`src/rtl/alu_pkg.sv`:
```
// Shared ALU definitions: instruction-ID encodings, data width and the
// legality check used to decide whether an op goes through the ALU.
package alu_pkg;

  localparam int DATA_W = 32;

  localparam logic [DATA_W-1:0] ID_ADD  = 32'd1;
  localparam logic [DATA_W-1:0] ID_SUB  = 32'd2;
  localparam logic [DATA_W-1:0] ID_AND  = 32'd3;
  localparam logic [DATA_W-1:0] ID_OR   = 32'd4;
  localparam logic [DATA_W-1:0] ID_XOR  = 32'd5;
  localparam logic [DATA_W-1:0] ID_NOR  = 32'd6;
  localparam logic [DATA_W-1:0] ID_ADDI = 32'd7;
  localparam logic [DATA_W-1:0] ID_ANDI = 32'd8;
  localparam logic [DATA_W-1:0] ID_ORI  = 32'd9;
  localparam logic [DATA_W-1:0] ID_XORI = 32'd10;
  localparam logic [DATA_W-1:0] ID_SLL  = 32'd11;
  localparam logic [DATA_W-1:0] ID_SRL  = 32'd12;
  localparam logic [DATA_W-1:0] ID_SLT  = 32'd24;
  localparam logic [DATA_W-1:0] ID_SLTI = 32'd25;

  // One issued ALU operation as presented to alu_top.
  typedef struct packed {
    logic [DATA_W-1:0] ir;
    logic [DATA_W-1:0] id;
    logic [DATA_W-1:0] rs;
    logic [DATA_W-1:0] rt;
  } alu_op_t;

  function automatic logic is_alu_op(input logic [DATA_W-1:0] id);
    return ((id >= ID_ADD) && (id <= ID_SRL)) || (id == ID_SLT) || (id == ID_SLTI);
  endfunction

endpackage

```
`src/rtl/rr_arbiter.sv`:
```
// Round-robin arbiter: grants the first valid requester strictly after the
// last winner, wrapping; the pointer moves only when a grant is taken.
module rr_arbiter #(
  parameter int NREQ  = 2,
  parameter int IDX_W = 1
) (
  input  logic             clk,
  input  logic             rst_n,
  input  logic [NREQ-1:0]  i_req,
  input  logic             i_update,
  output logic [NREQ-1:0]  o_grant,
  output logic [IDX_W-1:0] o_grant_idx
);

  logic [IDX_W-1:0] r_ptr;
  logic             w_found;

  always_comb begin
    // NOTE: every output gets a default before the search loop so no path
    // leaves it unassigned, which would otherwise infer a latch.
    o_grant     = '0;
    o_grant_idx = '0;
    w_found     = 1'b0;
    for (int k = 1; k <= NREQ; k++) begin
      if (!w_found && i_req[(int'(r_ptr) + k) % NREQ]) begin
        w_found                              = 1'b1;
        o_grant[(int'(r_ptr) + k) % NREQ]    = 1'b1;
        o_grant_idx                          = IDX_W'((int'(r_ptr) + k) % NREQ);
      end
    end
  end

  // Reset to NREQ-1 so requester 0 is first in line after reset.
  always_ff @(posedge clk or negedge rst_n) begin
    if (!rst_n) begin
      r_ptr <= IDX_W'(NREQ - 1);
    end else if (i_update) begin
      // NOTE: state updates use <= so every flop samples pre-edge values.
      r_ptr <= o_grant_idx;
    end
  end

endmodule

```
`src/rtl/alu_issue_arbiter.sv`:
```
// Shares one combinational ALU between NREQ requesters: round-robin issue
// register feeding alu_top, followed by a result register with backpressure.
module alu_issue_arbiter
  import alu_pkg::*;
#(
  parameter int NREQ  = 2,
  parameter int IDX_W = 1
) (
  input  logic                 clk,
  input  logic                 rst_n,
  input  logic [NREQ-1:0]      req_valid,
  output logic [NREQ-1:0]      req_ready,
  input  logic [NREQ*32-1:0]   req_ir,
  input  logic [NREQ*32-1:0]   req_instr_id,
  input  logic [NREQ*32-1:0]   req_rs,
  input  logic [NREQ*32-1:0]   req_rt,
  output logic [31:0]          alu_ir,
  output logic [31:0]          alu_instr_id,
  output logic [31:0]          alu_rs,
  output logic [31:0]          alu_rt,
  input  logic [31:0]          alu_rd,
  output logic                 rsp_valid,
  input  logic                 rsp_ready,
  output logic [IDX_W-1:0]     rsp_src,
  output logic [31:0]          rsp_rd,
  output logic                 rsp_err
);

  logic [NREQ-1:0]  w_grant;
  logic [IDX_W-1:0] w_grant_idx;
  logic             w_r_load;
  logic             w_i_load;
  logic             w_hs;
  alu_op_t          w_sel;

  alu_op_t          r_iss;
  logic             r_iss_v;
  logic [IDX_W-1:0] r_iss_src;
  logic             r_iss_err;

  logic             r_rsp_valid;
  logic [IDX_W-1:0] r_rsp_src;
  logic [31:0]      r_rsp_rd;
  logic             r_rsp_err;

  rr_arbiter #(.NREQ(NREQ), .IDX_W(IDX_W)) u_rr (
    .clk         (clk),
    .rst_n       (rst_n),
    .i_req       (req_valid),
    .i_update    (w_hs),
    .o_grant     (w_grant),
    .o_grant_idx (w_grant_idx)
  );

  assign w_r_load = r_iss_v && (!r_rsp_valid || rsp_ready);
  assign w_i_load = !r_iss_v || w_r_load;
  // Gated by rst_n so no requester sees an accept while reset is held.
  assign req_ready = (rst_n && w_i_load) ? w_grant : '0;
  assign w_hs      = |(req_valid & req_ready);

  always_comb begin
    w_sel.ir = req_ir      [int'(w_grant_idx)*DATA_W +: DATA_W];
    w_sel.id = req_instr_id[int'(w_grant_idx)*DATA_W +: DATA_W];
    w_sel.rs = req_rs      [int'(w_grant_idx)*DATA_W +: DATA_W];
    w_sel.rt = req_rt      [int'(w_grant_idx)*DATA_W +: DATA_W];
  end

  // Operand regs only change on a handshake, so alu_* hold when idle.
  always_ff @(posedge clk or negedge rst_n) begin
    if (!rst_n) begin
      r_iss_v   <= 1'b0;
      r_iss     <= '0;
      r_iss_src <= '0;
      r_iss_err <= 1'b0;
    end else if (w_i_load) begin
      r_iss_v <= w_hs;
      if (w_hs) begin
        r_iss     <= w_sel;
        r_iss_src <= w_grant_idx;
        r_iss_err <= !is_alu_op(w_sel.id);
      end
    end
  end

  always_ff @(posedge clk or negedge rst_n) begin
    if (!rst_n) begin
      r_rsp_valid <= 1'b0;
      r_rsp_src   <= '0;
      r_rsp_rd    <= '0;
      r_rsp_err   <= 1'b0;
    end else if (w_r_load) begin
      r_rsp_valid <= 1'b1;
      r_rsp_src   <= r_iss_src;
      r_rsp_rd    <= r_iss_err ? '0 : alu_rd;
      r_rsp_err   <= r_iss_err;
    end else if (rsp_ready) begin
      r_rsp_valid <= 1'b0;
    end
  end

  assign alu_ir       = r_iss.ir;
  assign alu_instr_id = r_iss.id;
  assign alu_rs       = r_iss.rs;
  assign alu_rt       = r_iss.rt;

  assign rsp_valid = r_rsp_valid;
  assign rsp_src   = r_rsp_src;
  assign rsp_rd    = r_rsp_rd;
  assign rsp_err   = r_rsp_err;

endmodule
```
`config.mk`:
```
export PLATFORM = sky130hd
export DESIGN_NAME = alu_issue_arbiter
export DESIGN_NICKNAME = d
export VERILOG_FILES = /design/src/rtl/alu_pkg.sv /design/src/rtl/rr_arbiter.sv /design/src/rtl/alu_issue_arbiter.sv
export SDC_FILE = /design/constraint.sdc
export NUM_CORES = 1
export LEC_CHECK = 0
export CAP_MARGIN = 20
export CORE_AREA = 4 4 178 180
export CTS_BUF_LIST = sky130_fd_sc_hd__clkbuf_8
export DETAILED_ROUTE_END_ITERATION = 8
export DIE_AREA = 0 0 182 184
export HOLD_SLACK_MARGIN = 0.02
export PLACE_DENSITY_LB_ADDON = 0.25
export SLEW_MARGIN = 30
export SYNTH_ARGS = -nofsm -noshare
export SYNTH_HDL_FRONTEND = slang
export SYNTH_SLANG_ARGS = --single-unit
```
`constraint.sdc`:
```
create_clock -name clk -period 1.8 [get_ports clk]
set_input_delay 0.54 -clock clk [delete_from_list [all_inputs] [get_ports clk]]
set_output_delay 0.54 -clock clk [all_outputs]
set_load 0.005 [all_outputs]
```
==> impl_metrics.toml, run 1 <==
[detailed_routing]
first_iter_violations = 259
first_pass_iters = 4
vias_per_cell = 4.39
wl_mm = 29.3
drc = 0
routedWlPerCell_um = 17.6
drt.antenna.violating_nets = 0
num_vias = 7316

[sta]
hold_viol = 0
final.setup.worst_slack_ns = -0.251
holdWs_ns = 0.130
fin_skew_ns = 0.0118
setup_viol = 37
rsz0062_at_grt = "yes"
drv_slew = 0
max_slew_margin_pct = 57.3
tightest_slew_ns = 0.641
period_minus_slack_ns = 2.05
fmax_mhz = 488
finalCritPeriodShare_pct = 114

[final_layout]
nets = 1553
final_area_mm2 = 0.0135
instances_no_fill = 1668
num_antenna_cells = 0
drive_gt1_share_pct = 10.5
synthToLayoutAreaGrowth_pct = 76.2

[floorplanning]
floorplan.initialDensity_pct = 25.4
die_h_um = 184
fp.coreArea_mm2 = 0.0302
io_pins = 458
die_area_mm2 = 0.0335
die_w_um = 182
fp-row-count = 64

[worst_setup_path]
cp_data_required_time_ns = 1.26
crit_fanout = 3
crit-reg2reg-launch = "u_rr.r_ptr$_DFFE_PN1N_"
endpoint_kind = "output port"
worstSetupPathType = "reg2out"
reg2reg_slack_ns = -0.10
worst_setup_path_start_kind = "flip-flop"
critPathArrivalTime_ns = 1.51
r2r_cells = 6
reg2reg_to = "alu_rs[9]$_DFFE_PN0P_"

[synthesis]
async_reset_ff_share_pct = 100
yosysUniqueCellTypes = 33
yosys.area_share.simple_pct = 12.3
muxShareOfSynthArea_pct = 16.9
syn_area_per_cell_um2 = 10.2
synthTopCellsByArea = "dfrtp_1, mux2i_1, nand2_1, o21ai_0, buf_6"
synth_xor_area_share_pct = 0
synth_top_family_by_area = "multiplexers"
synthAdderAreaFrac_pct = 0
synthCells = 754
seq_area_frac_synth_pct = 54.6
yosys_warnings = 0
syn_area_mm2 = 0.00766
synth_area_leader_cell = "dfrtp_1"
synth_edf_count = 0
synth_top_area_share_pct = 54.2
syn_nets = 1047
synth-seq-cells = 167
synthFlopType = "dfrtp_1"
synth-compound-area-share_pct = 11.9

[power_and_ir_drop]
leakagePower_nw = 6.29
internal_power_mw = 7.50
p_sw_share_pct = 29.5
pwr-share-comb_pct = 29.7
power-per-cell-area_mw_per_mm2 = 788
switchingPower_mw = 3.13
peakVddDrop_uv = 381
power.share.clock_pct = 27.0
pwr-share-seq_pct = 43.3

[cts]
htreeDepth = 4
cts_inserted_buffers = 17
cts_hold_buf = 0
clock_sinks = 167
clk_latency_ns = 0.46
clk_pin_slew_ns = 0.09
tritoncts = "yes"
clockRootBuffer = "clkbuf_8"
ctsLongestPathBuffers = 2

[place]
dpl.hpwl_mm = 23.3
port-buffer-count = 457
gpl.final_weighted_congestion = 0.804
dp.cells = 1628
postPlaceCellArea_mm2 = 0.0131

[global_route]
grt_pass1_vias = 7575
grt_max_degree = 90
antenna_found_initial = 1
grt-ovfl-total = 0
grt_pass1_wl_mm = 43.8
gr-usage-all-layers_pct = 16.8

[run]
cap_violations = 0

[status]
violations = "setup timing"
status = "finished, violations left"

[min_path]
hold_path.class = "in2async"
power groups by stage:
stage	clock network, mW	logic (mW)	registers (mW)
after floorplan	0	1.06	4.74
after global placement	0	3.52	4.69
after detailed placement	0	3.55	4.71
after CTS	3.00	3.22	4.62
after global routing	3.16	3.48	4.69
final	2.87	3.16	4.61
cells in the final DEF, fill, tap and decap left out, drive strengths merged, types with 2 or more instances in the layout:
| master | instances |
|---|---|
| clkdlybuf4s50 | 288 |
| nand2 | 201 |
| dfrtp | 166 |
| dlygate4sd2 | 164 |
| o21ai | 163 |
| mux2i | 128 |
| buf | 87 |
| clkbuf | 21 |
| nor4 | 8 |
| clkinv | 6 |
| nor2 | 5 |
| or4 | 4 |
| nand2b | 3 |
| o211ai | 3 |
| nand4 | 2 |
| nor3 | 2 |
| clkinvlp | 2 |
| bufinv | 2 |
| nand3 | 2 |
| o41ai | 2 |
per-layer routing:
metal	share of wire (%)	GRT usage [%]
met2	49	28.6
met5	0.038	0
met3	9.8	6.98
met1	39	19.5
met4	1.9	4.59
stage by stage:
stage	power, mW	setup slack [ns]	setup TNS, ns	util [%]
2_1_floorplan	5.79	0.0537	0	-
3_3_place_gp	8.21	-0.974	-63.44	43.5
3_5_place_dp	8.26	-0.948	-67.90	43.5
4_1_cts	10.8	-0.342	-1.60	44.5
5_1_grt	11.3	-0.340	-4.55	44.7
6_report	10.6	-0.251	-2.47	44.7
critical path, stage by stage, from the launching register on:
cell and delay (ns):
dfstp_2 0.58, a21boi_4 0.07, buf_12 0.13, nor2_4 0.13
buf_2 0.14
what timing repair did:
action                                  CTS  global route
gates cloned                              0             0
setup buffers                             8             2
endpoints found under the hold margin     0             0
resized for setup                       186             7
pin swaps                                 3             1
endpoints found under the setup margin  224            63
final cells by class:
| class | instances | area (µm²) |
|---|---|---|
| Fill cell | 2977 | 16700 |
| Clock buffer | 21 | 289 |
| Inverter | 1 | 3.75 |
| Multi-Input combinational cell | 533 | 3230 |
| Clock inverter | 10 | 123 |
| Sequential cell | 167 | 4180 |
| Tap cell | 396 | 495 |
| Timing Repair Buffer | 540 | 5170 |
registers in the layout (all words and copies together), names as in the netlist:
name,flops
rsp_valid,1
alu_rs,32
r_iss_err,1
u_rr.r_ptr,1
alu_instr_id,32
rsp_src,1
alu_rt,32
r_iss_src,1
r_iss_v,1
alu_ir,32
rsp_rd,32
rsp_err,1
cells in the mapped netlist, types with 2 or more instances:
master / n
nand2_1: 201
dfrtp_1: 166
o21ai_0: 142
mux2i_1: 128
clkbuf_1: 22
o21ai_1: 21
buf_2: 14
buf_6: 13
nor4_1: 8
nor2_1: 5
buf_4: 4
nand2b_1: 3
or4_1: 3
nand3_1: 2
nand4_1: 2
nor3_1: 2
o211ai_1: 2
cells by family (layout without fill, tap and decap cells):
family / count (synthesis) / after routing
mux: 129 / 129
compound gates: 174 / 174
flops: 167 / 167
simple gates: 230 / 230
buf+inv: 54 / 572
worst max-delay path by stage:
stage / from / end / slack, ns
2_1_floorplan: req_valid[1] / req_ready[0] / 0.05
3_3_place_gp: rsp_ready / req_ready[0] / -0.97
3_5_place_dp: rsp_ready / req_ready[0] / -0.95
4_1_cts: u_rr.r_ptr$_DFFE_PN1N_ / req_ready[0] / -0.34
5_1_grt: u_rr.r_ptr$_DFFE_PN1N_ / req_ready[0] / -0.34
6_report: u_rr.r_ptr$_DFFE_PN1N_ / req_ready[0] / -0.25
(Power assumes the default switching activity.)
==> inputs of run 2 (changes only) <==
Settings changed: CORE_AREA 4 4 178 180 to 2 2 176 178, DIE_AREA 0 0 182 184 to 0 0 178 180.
==> run 2 against run 1 <==
  * The run still ends with setup timing left
  * Fmax rose by 4.9%
  * Sequential cell count did not move
  * Critical path depth stayed put
  * Combinational power about the same
  * Sequential share of layout area hardly changed
  * Power is 1.7% higher
  * Design area about the same
  * Worst hold slack worse by 0.0098 ns
  * Non-clock buffer count down 5
  * Register-to-register slack improved by 0.17 ns
  * Largest cell class unchanged
  * Highest routed layer is now met4
==> impl_metrics.toml, run 2 (synthesis results as in run 1) <==
[place]
port-buffer-count = 457
dpl.hpwl_mm = 21.9
gpl.final_weighted_congestion = 0.823

[global_route]
grt_use_met3_pct = 7.23
grt-ovfl-total = 0
grt_use_met2_pct = 31.3
grt_max_degree = 92
antenna_found_initial = 2
gr-usage-all-layers_pct = 17.8
grt_pass1_wl_mm = 43.4
use_met1_pct = 19.7
busiest_layer = "met2"
grt_pass1_vias = 7576

[detailed_routing]
first_iter_violations = 211
drc = 0
drt.antenna.violating_nets = 0
wl_mm = 28.7
routedWlPerCell_um = 17.2
vias_per_cell = 4.36
num_vias = 7264
first_pass_iters = 4

[worst_setup_path]
slowest_stage = "dfstp_2"
endpoint_kind = "output port"
critPathArrivalTime_ns = 1.41
slowest_delay_ns = 0.57
worstSetupStartpoint = "u_rr.r_ptr$_DFFE_PN1N_"
r2r_cells = 6
reg2reg_to = "r_iss_err$_DFFE_PN0P_"
cp_data_required_time_ns = 1.26
crit-reg2reg-launch = "u_rr.r_ptr$_DFFE_PN1N_"
path_cells = "a21boi_4 > nor2_2 > buf_6 > buf_6"
worst_setup_path_start_kind = "flip-flop"
crit_fanout = 3
worstSetupPathType = "reg2out"
reg2reg_slack_ns = 0.07
cpMostUsedCell = "buf_6"
cp-endpoint = "req_ready[0]"

[cts]
clockRootBuffer = "clkbuf_8"
clk_pin_slew_ns = 0.09
htreeDepth = 4
clock_sinks = 167
tritoncts = "yes"
cts_inserted_buffers = 17
cts_hold_buf = 0
ctsLongestPathBuffers = 2
clk_latency_ns = 0.47

[final_layout]
final_core_util_pct = 44.7
n_fill_cell = 2982
multi_input_area_mm2 = 0.00321
final_cell_mix = "clkdlybuf4s50_1, nand2_1, dfrtp_1, dlygate4sd2_1, o21ai_0"
nets = 1548
register_area_mm2 = 0.00418
final_common_cell = "clkdlybuf4s50_1"
drive_gt1_share_pct = 10.3
synthToLayoutAreaGrowth_pct = 76.3

[min_path]
hold_path.class = "in2async"

[sta]
tightest_slew_ns = 0.758
hold_viol = 0
rsz0062_at_grt = "yes"
setup_viol = 2
fmax_mhz = 512
drv_slew = 0
max_slew_margin_pct = 49.4
period_minus_slack_ns = 1.95
final.setup.worst_slack_ns = -0.154
fin_skew_ns = 0.0189
finalCritPeriodShare_pct = 109

[status]
violations = "setup timing"
status = "finished, violations left"

[floorplanning]
die_h_um = 180
die_w_um = 178
fp-row-count = 64
fp.coreArea_mm2 = 0.0302
die_area_mm2 = 0.0320
floorplan.initialDensity_pct = 25.4
io_pins = 458

[power_and_ir_drop]
p_total_mw = 10.8
power-per-cell-area_mw_per_mm2 = 801
peakVddDrop_uv = 367
leakagePower_nw = 6.30

[run]
cap_violations = 0
-- run 2: cell types whose count changed in the layout (fill, tap and decap cells not counted), sizes merged, moves of 2 or more --
cell / delta
buf: -8
bufbuf: +2
clkinv: -4
diode: +2
inv: +6
-- run 2: final cells by class --
type / instances / share of cell area, %
repair buffers: 535 / 38.3
flip-flops and latches: 167 / 31.0
multi-input cells: 533 / 23.8
well taps: 396 / 3.67
clock buffers: 18 / 1.83
clock inverters: 14 / 1.37
diodes: 2 / 0.0371
inverters: 1 / 0.0278
-- run 2: metal layers --
layer | vias up | part of all wire (%)
li1 | 3602 | -
met1 | 3351 | 38
met2 | 295 | 50
met3 | 16 | 10
met4 | 0 | 1.0
met5 | - | 0
-- run 2: metrics by stage --
stage	setup TNS [ns]	std cells	setup slack [ns]	hold slack (ns)	area, µm²
after floorplan	0	754	0.0537	0.244	7660
after global placement	-78.17	1621	-0.813	0.460	13100
after detailed placement	-85.05	1621	-0.817	0.468	13100
after CTS	-0.556	1661	-0.260	0.0636	13400
after global routing	-1.37	1666	-0.261	0.0709	13500
final	-0.277	1666	-0.154	0.120	13500
-- run 2: repair_timing --
item                       CTS  global route
buffers inserted             7             2
pin swaps                    3             6
cloned                       2             1
gates resized for setup    185            11
setup endpoints to repair  274            31
-- run 2: critical path, delay by kind of cell, from the launching register on --
family	cells	cell delay, ns
buffers and inverters	2	0.21
and+or+nand+nor	1	0.12
DFF	1	0.57
AOI/OAI and AO/OA	1	0.06
-- run 2: power by group --
group / leakage [nW] / switching [mW] / internal (mW)
registers: 2.10 / 0.301 / 4.32
clock network: 0.210 / 1.60 / 1.45
logic: 3.99 / 1.35 / 1.81
total: 6.30 / 3.24 / 7.58
-- run 2: worst min-delay path by stage --
| stage | startpoint | endpoint | slack (ns) | depth (start not counted) |
|---|---|---|---|---|
| 6_report | rst_n | u_rr.r_ptr$_DFFE_PN1N_ | 0.12 | 2 |
| 2_1_floorplan | rst_n | alu_instr_id[0]$_DFFE_PN0P_ | 0.24 | 0 |
| 3_5_place_dp | alu_rt[3]$_DFFE_PN0P_ | alu_rt[3]$_DFFE_PN0P_ | 0.47 | 2 |
| 5_1_grt | rst_n | u_rr.r_ptr$_DFFE_PN1N_ | 0.07 | 2 |
| 4_1_cts | rst_n | u_rr.r_ptr$_DFFE_PN1N_ | 0.06 | 2 |
| 3_3_place_gp | alu_ir[17]$_DFFE_PN0P_ | alu_ir[17]$_DFFE_PN0P_ | 0.46 | 2 |
==> inputs of run 3 (changes only) <==
Settings changed: CTS_CLUSTER_DIAMETER set to 150.
==> results of run 3 <==
No change in the layout: final DEF, timing and power equal those of run 2.
